==> src/rtl/cvxif_copro_responder.sv <==
// CV-X-IF style coprocessor responder: decodes a custom ALU opcode, executes one
// instruction at a time with a fixed latency and holds the result until consumed.
module cvxif_copro_responder #(
  parameter int XLEN     = 32,
  parameter int ID_WIDTH = 3,
  parameter int LATENCY  = 2
) (
  input  logic                clk_i,
  input  logic                rst_i,
  input  logic                flush_i,
  input  logic                issue_valid_i,
  output logic                issue_ready_o,
  input  logic [31:0]         issue_instr_i,
  input  logic [ID_WIDTH-1:0] issue_id_i,
  input  logic [XLEN-1:0]     issue_rs1_i,
  input  logic [XLEN-1:0]     issue_rs2_i,
  input  logic [1:0]          issue_rs_valid_i,
  output logic                issue_accept_o,
  output logic                issue_writeback_o,
  output logic                result_valid_o,
  input  logic                result_ready_i,
  output logic [ID_WIDTH-1:0] result_id_o,
  output logic [4:0]          result_rd_o,
  output logic                result_we_o,
  output logic [XLEN-1:0]     result_data_o
);

  typedef enum logic [1:0] {IDLE, BUSY, RESP} state_e;

  state_e              state_q, state_d;
  logic [3:0]          cnt_q, cnt_d;
  logic [ID_WIDTH-1:0] id_q, id_d;
  logic [4:0]          rd_q, rd_d;
  logic                we_q, we_d;
  logic [1:0]          op_q, op_d;
  logic [XLEN-1:0]     rs1_q, rs1_d;
  logic [XLEN-1:0]     rs2_q, rs2_d;
  logic [XLEN-1:0]     data_q, data_d;

  logic            dec_match;
  logic            handshake;
  logic [XLEN-1:0] alu_res;
  logic            unused_instr_bits;

  // Only funct3 values 000..011 are implemented; bit 2 must be clear.
  assign dec_match = (issue_instr_i[6:0] == 7'b1111011) &&
                     (issue_instr_i[31:25] == 7'd0) &&
                     (issue_instr_i[14] == 1'b0);

  assign unused_instr_bits = ^{issue_instr_i[24:15]};

  always_comb begin
    issue_ready_o = !rst_i && !flush_i && (state_q == IDLE) &&
                    (!dec_match || (issue_rs_valid_i == 2'b11));
    handshake         = issue_valid_i && issue_ready_o;
    issue_accept_o    = handshake && dec_match;
    issue_writeback_o = handshake && dec_match && (issue_instr_i[11:7] != 5'd0);
  end

  always_comb begin
    alu_res = '0;
    case (op_q)
      2'b00:   alu_res = rs1_q + rs2_q;
      2'b01:   alu_res = rs1_q - rs2_q;
      2'b10:   alu_res = rs1_q ^ rs2_q;
      default: alu_res = rs1_q * rs2_q;
    endcase
  end

  always_comb begin
    state_d = state_q;
    cnt_d   = cnt_q;
    id_d    = id_q;
    rd_d    = rd_q;
    we_d    = we_q;
    op_d    = op_q;
    rs1_d   = rs1_q;
    rs2_d   = rs2_q;
    data_d  = data_q;
    case (state_q)
      IDLE: begin
        if (handshake && dec_match) begin
          id_d    = issue_id_i;
          rd_d    = issue_instr_i[11:7];
          we_d    = (issue_instr_i[11:7] != 5'd0);
          op_d    = issue_instr_i[13:12];
          rs1_d   = issue_rs1_i;
          rs2_d   = issue_rs2_i;
          cnt_d   = 4'(LATENCY - 1);
          state_d = BUSY;
        end
      end
      BUSY: begin
        if (flush_i) begin
          state_d = IDLE;
        end else if (cnt_q == 4'd0) begin
          data_d  = alu_res;
          state_d = RESP;
        end else begin
          cnt_d = cnt_q - 4'd1;
        end
      end
      RESP: begin
        // A flush kills the result even if the core is accepting it this cycle.
        if (flush_i || result_ready_i) state_d = IDLE;
      end
      default: state_d = IDLE;
    endcase
  end

  always_ff @(posedge clk_i) begin
    if (rst_i) begin
      state_q <= IDLE;
      cnt_q   <= '0;
      id_q    <= '0;
      rd_q    <= '0;
      we_q    <= 1'b0;
      op_q    <= '0;
      rs1_q   <= '0;
      rs2_q   <= '0;
      data_q  <= '0;
    end else begin
      state_q <= state_d;
      cnt_q   <= cnt_d;
      id_q    <= id_d;
      rd_q    <= rd_d;
      we_q    <= we_d;
      op_q    <= op_d;
      rs1_q   <= rs1_d;
      rs2_q   <= rs2_d;
      data_q  <= data_d;
    end
  end

  always_comb begin
    result_valid_o = !rst_i && !flush_i && (state_q == RESP);
    result_id_o    = rst_i ? '0 : id_q;
    result_rd_o    = rst_i ? '0 : rd_q;
    result_we_o    = !rst_i && we_q;
    result_data_o  = rst_i ? '0 : data_q;
  end

endmodule

==> config.mk <==
export PLATFORM = sky130hd
export DESIGN_NAME = cvxif_copro_responder
export DESIGN_NICKNAME = d
export VERILOG_FILES = /design/src/rtl/cvxif_copro_responder.sv
export SDC_FILE = /design/constraint.sdc
export NUM_CORES = 2
export LEC_CHECK = 0
export BUFFER_PORTS_ARGS = -buffer_cell sky130_fd_sc_hd__buf_2
export CAP_MARGIN = 0
export CORE_AREA = 3 3 244 246
export DETAILED_ROUTE_END_ITERATION = 6
export DIE_AREA = 0 0 247 249
export GPL_TIMING_DRIVEN = 0
export SLEW_MARGIN = 15
export SYNTH_ARGS = -nofsm -noshare
export SYNTH_HDL_FRONTEND = slang
export SYNTH_SLANG_ARGS = --single-unit
==> constraint.sdc <==
create_clock -name clk_i -period 8.44 [get_ports clk_i]
set_clock_uncertainty 0.1 [all_clocks]
set_input_delay 1.688 -clock clk_i [delete_from_list [all_inputs] [get_ports clk_i]]
set_output_delay 1.688 -clock clk_i [all_outputs]
set_load 0.05 [all_outputs]
**Yosys cells after proc, flatten, opt, wreduce, memory -nomap -nowiden**

Index checks and enable logic that the tools add are counted.
W data, S select, Z words.

- Add/subtract/negate cells: 3
- Multiply operators: 1
- Div/mod/pow operators: 0
- Order comparisons: 0
- Equal/unequal tests: 11
- Shift operators: 0
- Muxes and demuxes: 13
- Bitwise gates (word level): 3
- Reductions and logical operators: 25

Operators with widths:

| cell | number |
|---|---|
| $pmux W32 S3 | 1 |
| $add A32 B32 Y32 | 1 |
| $mul A32 B32 Y32 | 1 |
| $mux W32 | 1 |
| $sub A32 B32 Y32 | 1 |
| $xor A32 B32 Y32 | 1 |
| $mux W4 | 3 |
| $logic_and A1 B1 Y1 | 10 |
| $mux W2 | 4 |
| $ne A2 B2 Y1 const B | 4 |
| $pmux W4 S2 | 1 |
| $eq A7 B7 Y1 const B | 1 |
| $logic_not A7 Y1 | 1 |
| $eq A2 B2 Y1 const B | 3 |
| $pmux W2 S3 | 1 |
| $reduce_and A3 Y1 | 2 |
| $mux W5 | 1 |
| $reduce_bool A5 Y1 | 1 |
| $eq A2 B1 Y1 const B | 2 |
| $logic_not A2 Y1 | 2 |
| $logic_not A4 Y1 | 1 |
| $reduce_and A4 Y1 | 1 |
| $sub A4 B1 Y4 const B | 1 |
| $logic_not A1 Y1 | 3 |
| 6 further kinds | 8 |

- Register bits: 113
- Bits in latches: 0
- Bits in writable memories: 0
- Bits in read-only memories: 0
- Bits of input ports: 106
- Logic and storage cells: 65
- Memories kept: 0

**Longest topological paths before layout**

- Word-level depth: 10
- Mapped depth: 28

**Worst setup path before layout**

No wires, ideal clock.

- Kind: reg-to-reg
- Start: reg rs2_q[4]
- End: reg data_q[31]
- Data arrival time: 7.011 ns
- Required time: 8.213 ns
- Path slack: 1.202 ns
- Stages on the path, launching flop included: 27
- Path buffers: 2
- Path through: dfxtp_1 > clkbuf_1 > clkbuf_1 > and2_1 > fa_1 > inv_1 > fa_1 > fa_1 > fa_1 > inv_1 > fa_1 > inv_1 > fa_1 > inv_1 > fa_1 > fa_1 > ha_1 > a21oi_1 > o21ai_0 > a31o_2 > a21o_1 > a31oi_1 > o31ai_1 > a21oi_1 > xnor2_1 > a2111oi_0 > or3_1

- Word-level cells in the longest chain between the ends: 2
- Elaborated cells on any way between the ends: 4
- Classes of those cells: 2 x add/sub; 1 x mul; 1 x mux

RTL lines:

| element | line | text |
|---|---|---|
| start, declared | 37 | `logic [XLEN-1:0] rs2_q, rs2_d;` |
| start signal, assigned | 130 | `rs2_q <= rs2_d;` |
| $mul A32 B32 Y32 (tied with other cells) | 66 | `default: alu_res = rs1_q * rs2_q;` |
| $pmux W32 S3 (*) | 62 | `case (op_q)` |
| end signal, assigned | 131 | `data_q <= data_d;` |
| end, declared | 38 | `logic [XLEN-1:0] data_q, data_d;` |

Every way passes the cells marked *; elsewhere a longest branch is shown, timed or not.
A chain may end at the register's enable or synchronous reset.

**Final worst setup path**

- Start: reg rs1_q[4]
- End: reg data_q[31]

- Word-level cells in the longest chain between the ends: 2
- Elaborated cells on any way between the ends: 4
- Classes of those cells: 2 x add/sub; 1 x mul; 1 x mux

RTL lines:

| element | line | text |
|---|---|---|
| start, declared | 36 | `logic [XLEN-1:0] rs1_q, rs1_d;` |
| start signal, assigned | 129 | `rs1_q <= rs1_d;` |
| $mul A32 B32 Y32 (tied with other cells) | 66 |  |
| $pmux W32 S3 (*) | 62 |  |

Marked as above.

==> flow_metrics.tcl <==
set metrics [dict create \
    slowest_delay_ns 0.57 \
    leakage_nw 12.1 \
    cts_tree "yes" \
    synth_edf_count 0 \
    ys_seq_area_share_pct 9.84 \
    p_total_mw 1.34 \
    fp.dieH_um 249 \
    async_flop_share_pct 0 \
    ys_ff_latch 113 \
    clkSlewWorstSetupHoldPaths_ns 0.06 \
    hpwl_um 74300 \
    fin_ws_ns 0.166 \
    clk_latency_ns 0.44 \
    core_area_mm2 0.0576 \
    drc 0 \
    cts_root_buf "clkbuf_16" \
    hp-class "register to register" \
    start_kind "register" \
    grtUsageTotal_pct 29.8 \
    outcome "finished, final reports clean" \
    place.gp.congestion 1.00 \
    slew_violations 0 \
    numCtsBuffers 17 \
    post_synth.cell_area_avg_um2 8.46 \
    vias 19900 \
    min_period_over_period_pct 98.0 \
    wirelength_um 90200 \
    final_area_mm2 0.0254 \
    portBuffers 140 \
    crit_type "register to register" \
    drv_cap 0 \
    p_per_area_mw_per_mm2 52.7 \
    syn_area_mm2 0.0230 \
    critical_path_required_ns 8.65 \
    start_util_pct 39.9 \
    grt_pass1_vias 21100 \
    cp_max_fo 10 \
    area_growth_pct 10.4 \
    post-route-util_pct 44.1 \
    layout-drive-gt1-share_pct 8.90 \
    netlist_instances 2717 \
    num_io_pins 151 \
    yosysWarnings 0 \
    nFillCells 5795 \
    antenna_found_initial 4 \
    cts.path.max_buffers 2 \
    peakVddDrop_mv 0.107 \
    rows 88 \
    cpMaxStageDelayCell "dfxtp_1" \
    die_w_um 247 \
    seq_area_mm2 0.00227 \
    cts.sinks 113 \
    syn-num-nets 3405 \
    drtIter0Drc 1703 \
    dp_slack_ns -0.949 \
    cts_htree_levels 4 \
    drtPass1Iterations 5 \
    min_period_ns 8.27 \
    multi_input_area_mm2 0.0186 \
    grt_max_degree 20 \
    dieArea_mm2 0.0615 \
    synth.distinct_cells 70 \
    nNetsFinal 3562 \
    tightest_slew_ns 0.969 \
    post_drt_via_cell_ratio 5.45 \
    wl_per_cell_um 24.7 \
    grt-ovfl-total 0 \
    crit_top_cell "fa_1" \
    ant_nets 0 \
    place_area_mm2 0.0246 \
    post-cts-setup-buffers 0 \
    grt_pass1_wl_um 135000 \
    hold_viol 0 \
    synth_flop_cell "dfxtp_1" \
    arrival_ns 8.48 \
    setup_viol_count_final 0 \
    cp-end-kind "register" \
    max_freq_mhz 121 \
    slew-limit-headroom_pct 35.4 \
]
## path summary, 6_finish.rpt
| path | from | end | slack (ns) | depth (start not counted) |
|---|---|---|---|---|
| max | rs1_q[4]$_SDFFE_PP0P_ | data_q[31]$_SDFFE_PP0P_ | 0.17 | 28 |
| max reg2reg | rs1_q[4]$_SDFFE_PP0P_ | data_q[31]$_SDFFE_PP0P_ | 0.17 | 28 |
| min reg2reg | data_q[1]$_SDFFE_PP0P_ | data_q[1]$_SDFFE_PP0P_ | 0.36 | 2 |
| min | data_q[1]$_SDFFE_PP0P_ | data_q[1]$_SDFFE_PP0P_ | 0.36 | 2 |
## stage by stage
stage | setup TNS, ns | hold slack, ns | instances
floorplan | 0 | 0.327 | 2717
detailed placement | -7.53 | 0.345 | 3622
finish | 0 | 0.356 | 3655
CTS | 0 | 0.360 | 3653
global placement | -6.96 | 0.340 | 3622
global route | -0.0120 | 0.386 | 3653
## layout by cell type (no fill, tap or decap), types with 17 or more instances in the layout
master	instances
a21o_1	25
a21oi_1	148
and2_1	299
buf_2	145
clkbuf_1	112
clkbuf_16	17
clkbuf_2	37
dfxtp_1	103
fa_1	409
ha_1	173
inv_1	400
nand2_1	423
nor2_1	90
nor2b_1	47
nor3_1	27
o211ai_1	18
o21ai_0	48
xnor2_1	98
xor2_1	56
## power breakdown
group          internal (mW)  switching [mW]  total, mW
sequential             0.533      0.00000367      0.533
clock                  0.472           0.287      0.759
combinational         0.0187          0.0258     0.0445
## timing repair
item | 4_1_cts | 5_1_grt
resized for setup | 46 | 74
setup endpoints to repair | 13 | 9
gates cloned | 0 | 0
hold buffers | 0 | 0
## cell families (layout without fill, tap and decap cells)
family | count (synthesis) | count (layout) | share of synthesized area (%)
xor+xnor | 154 | 154 | 5.87
simple gates | 955 | 955 | 20.5
flops | 113 | 113 | 9.84
compound gates | 329 | 329 | 8.78
buf+inv | 572 | 742 | 9.40
mux | 12 | 12 | 0.550
fa+ha+maj | 582 | 582 | 45.0
other cells | 0 | 3 | 0
## final cells by class
class / count / share of cell area (%)
Multi-Input combinational cell: 2032 / 73.2
Antenna cell: 3 / 0.0296
Buffer: 168 / 3.00
Inverter: 402 / 5.95
Timing Repair Buffer: 140 / 2.76
Sequential cell: 113 / 8.96
Clock buffer: 23 / 1.80
Clock inverter: 9 / 0.523
Tap cell: 765 / 3.77
## critical path, delay by kind of cell (launching register included)
family | cells | cell delay [ns]
XOR/XNOR | 1 | 0.25
flip-flops | 1 | 0.57
adder cells (fa/ha/maj) | 9 | 4.04
AND/OR/NAND/NOR | 4 | 0.91
buffers and inverters | 8 | 1.12
AO/OA/AOI/OAI | 6 | 1.15
## layer usage
layer / part of all wire [%] / global-route usage, % / routed length [um] / up-vias
met5: 0 / 0 / 0 / -
met4: 6.2 / 15.4 / 5630 / 0
met3: 8.8 / 5.57 / 7930 / 225
met2: 45 / 47.6 / 40800 / 1004
met1: 40 / 38.5 / 35900 / 9977
li1: - / - / - / 8704
## state kept, by name, indices dropped and copies added, names as in the netlist
signal / cells
rs1_q: 32
rs2_q: 32
rd_q: 5
id_q: 3
state_q: 2
cnt_q: 4
op_q: 2
we_q: 1
data_q: 32
## synthesized netlist by cell type, types with 16 or more instances
cell	count	area [um2]
nand3_1	16	80.1
a21oi_1	148	741
a21o_1	25	188
clkbuf_1	161	604
o21ai_0	50	250
fa_1	409	8190
nor3_1	27	135
a211oi_1	16	120
nor2b_1	47	294
inv_1	400	1500
nor2_1	90	338
o211ai_1	18	135
nand2_1	423	1590
dfxtp_1	113	2260
and2_1	299	1870
xor2_1	56	490
ha_1	173	2160
xnor2_1	98	858
No activity file was read; power rests on OpenSTA's default activity.
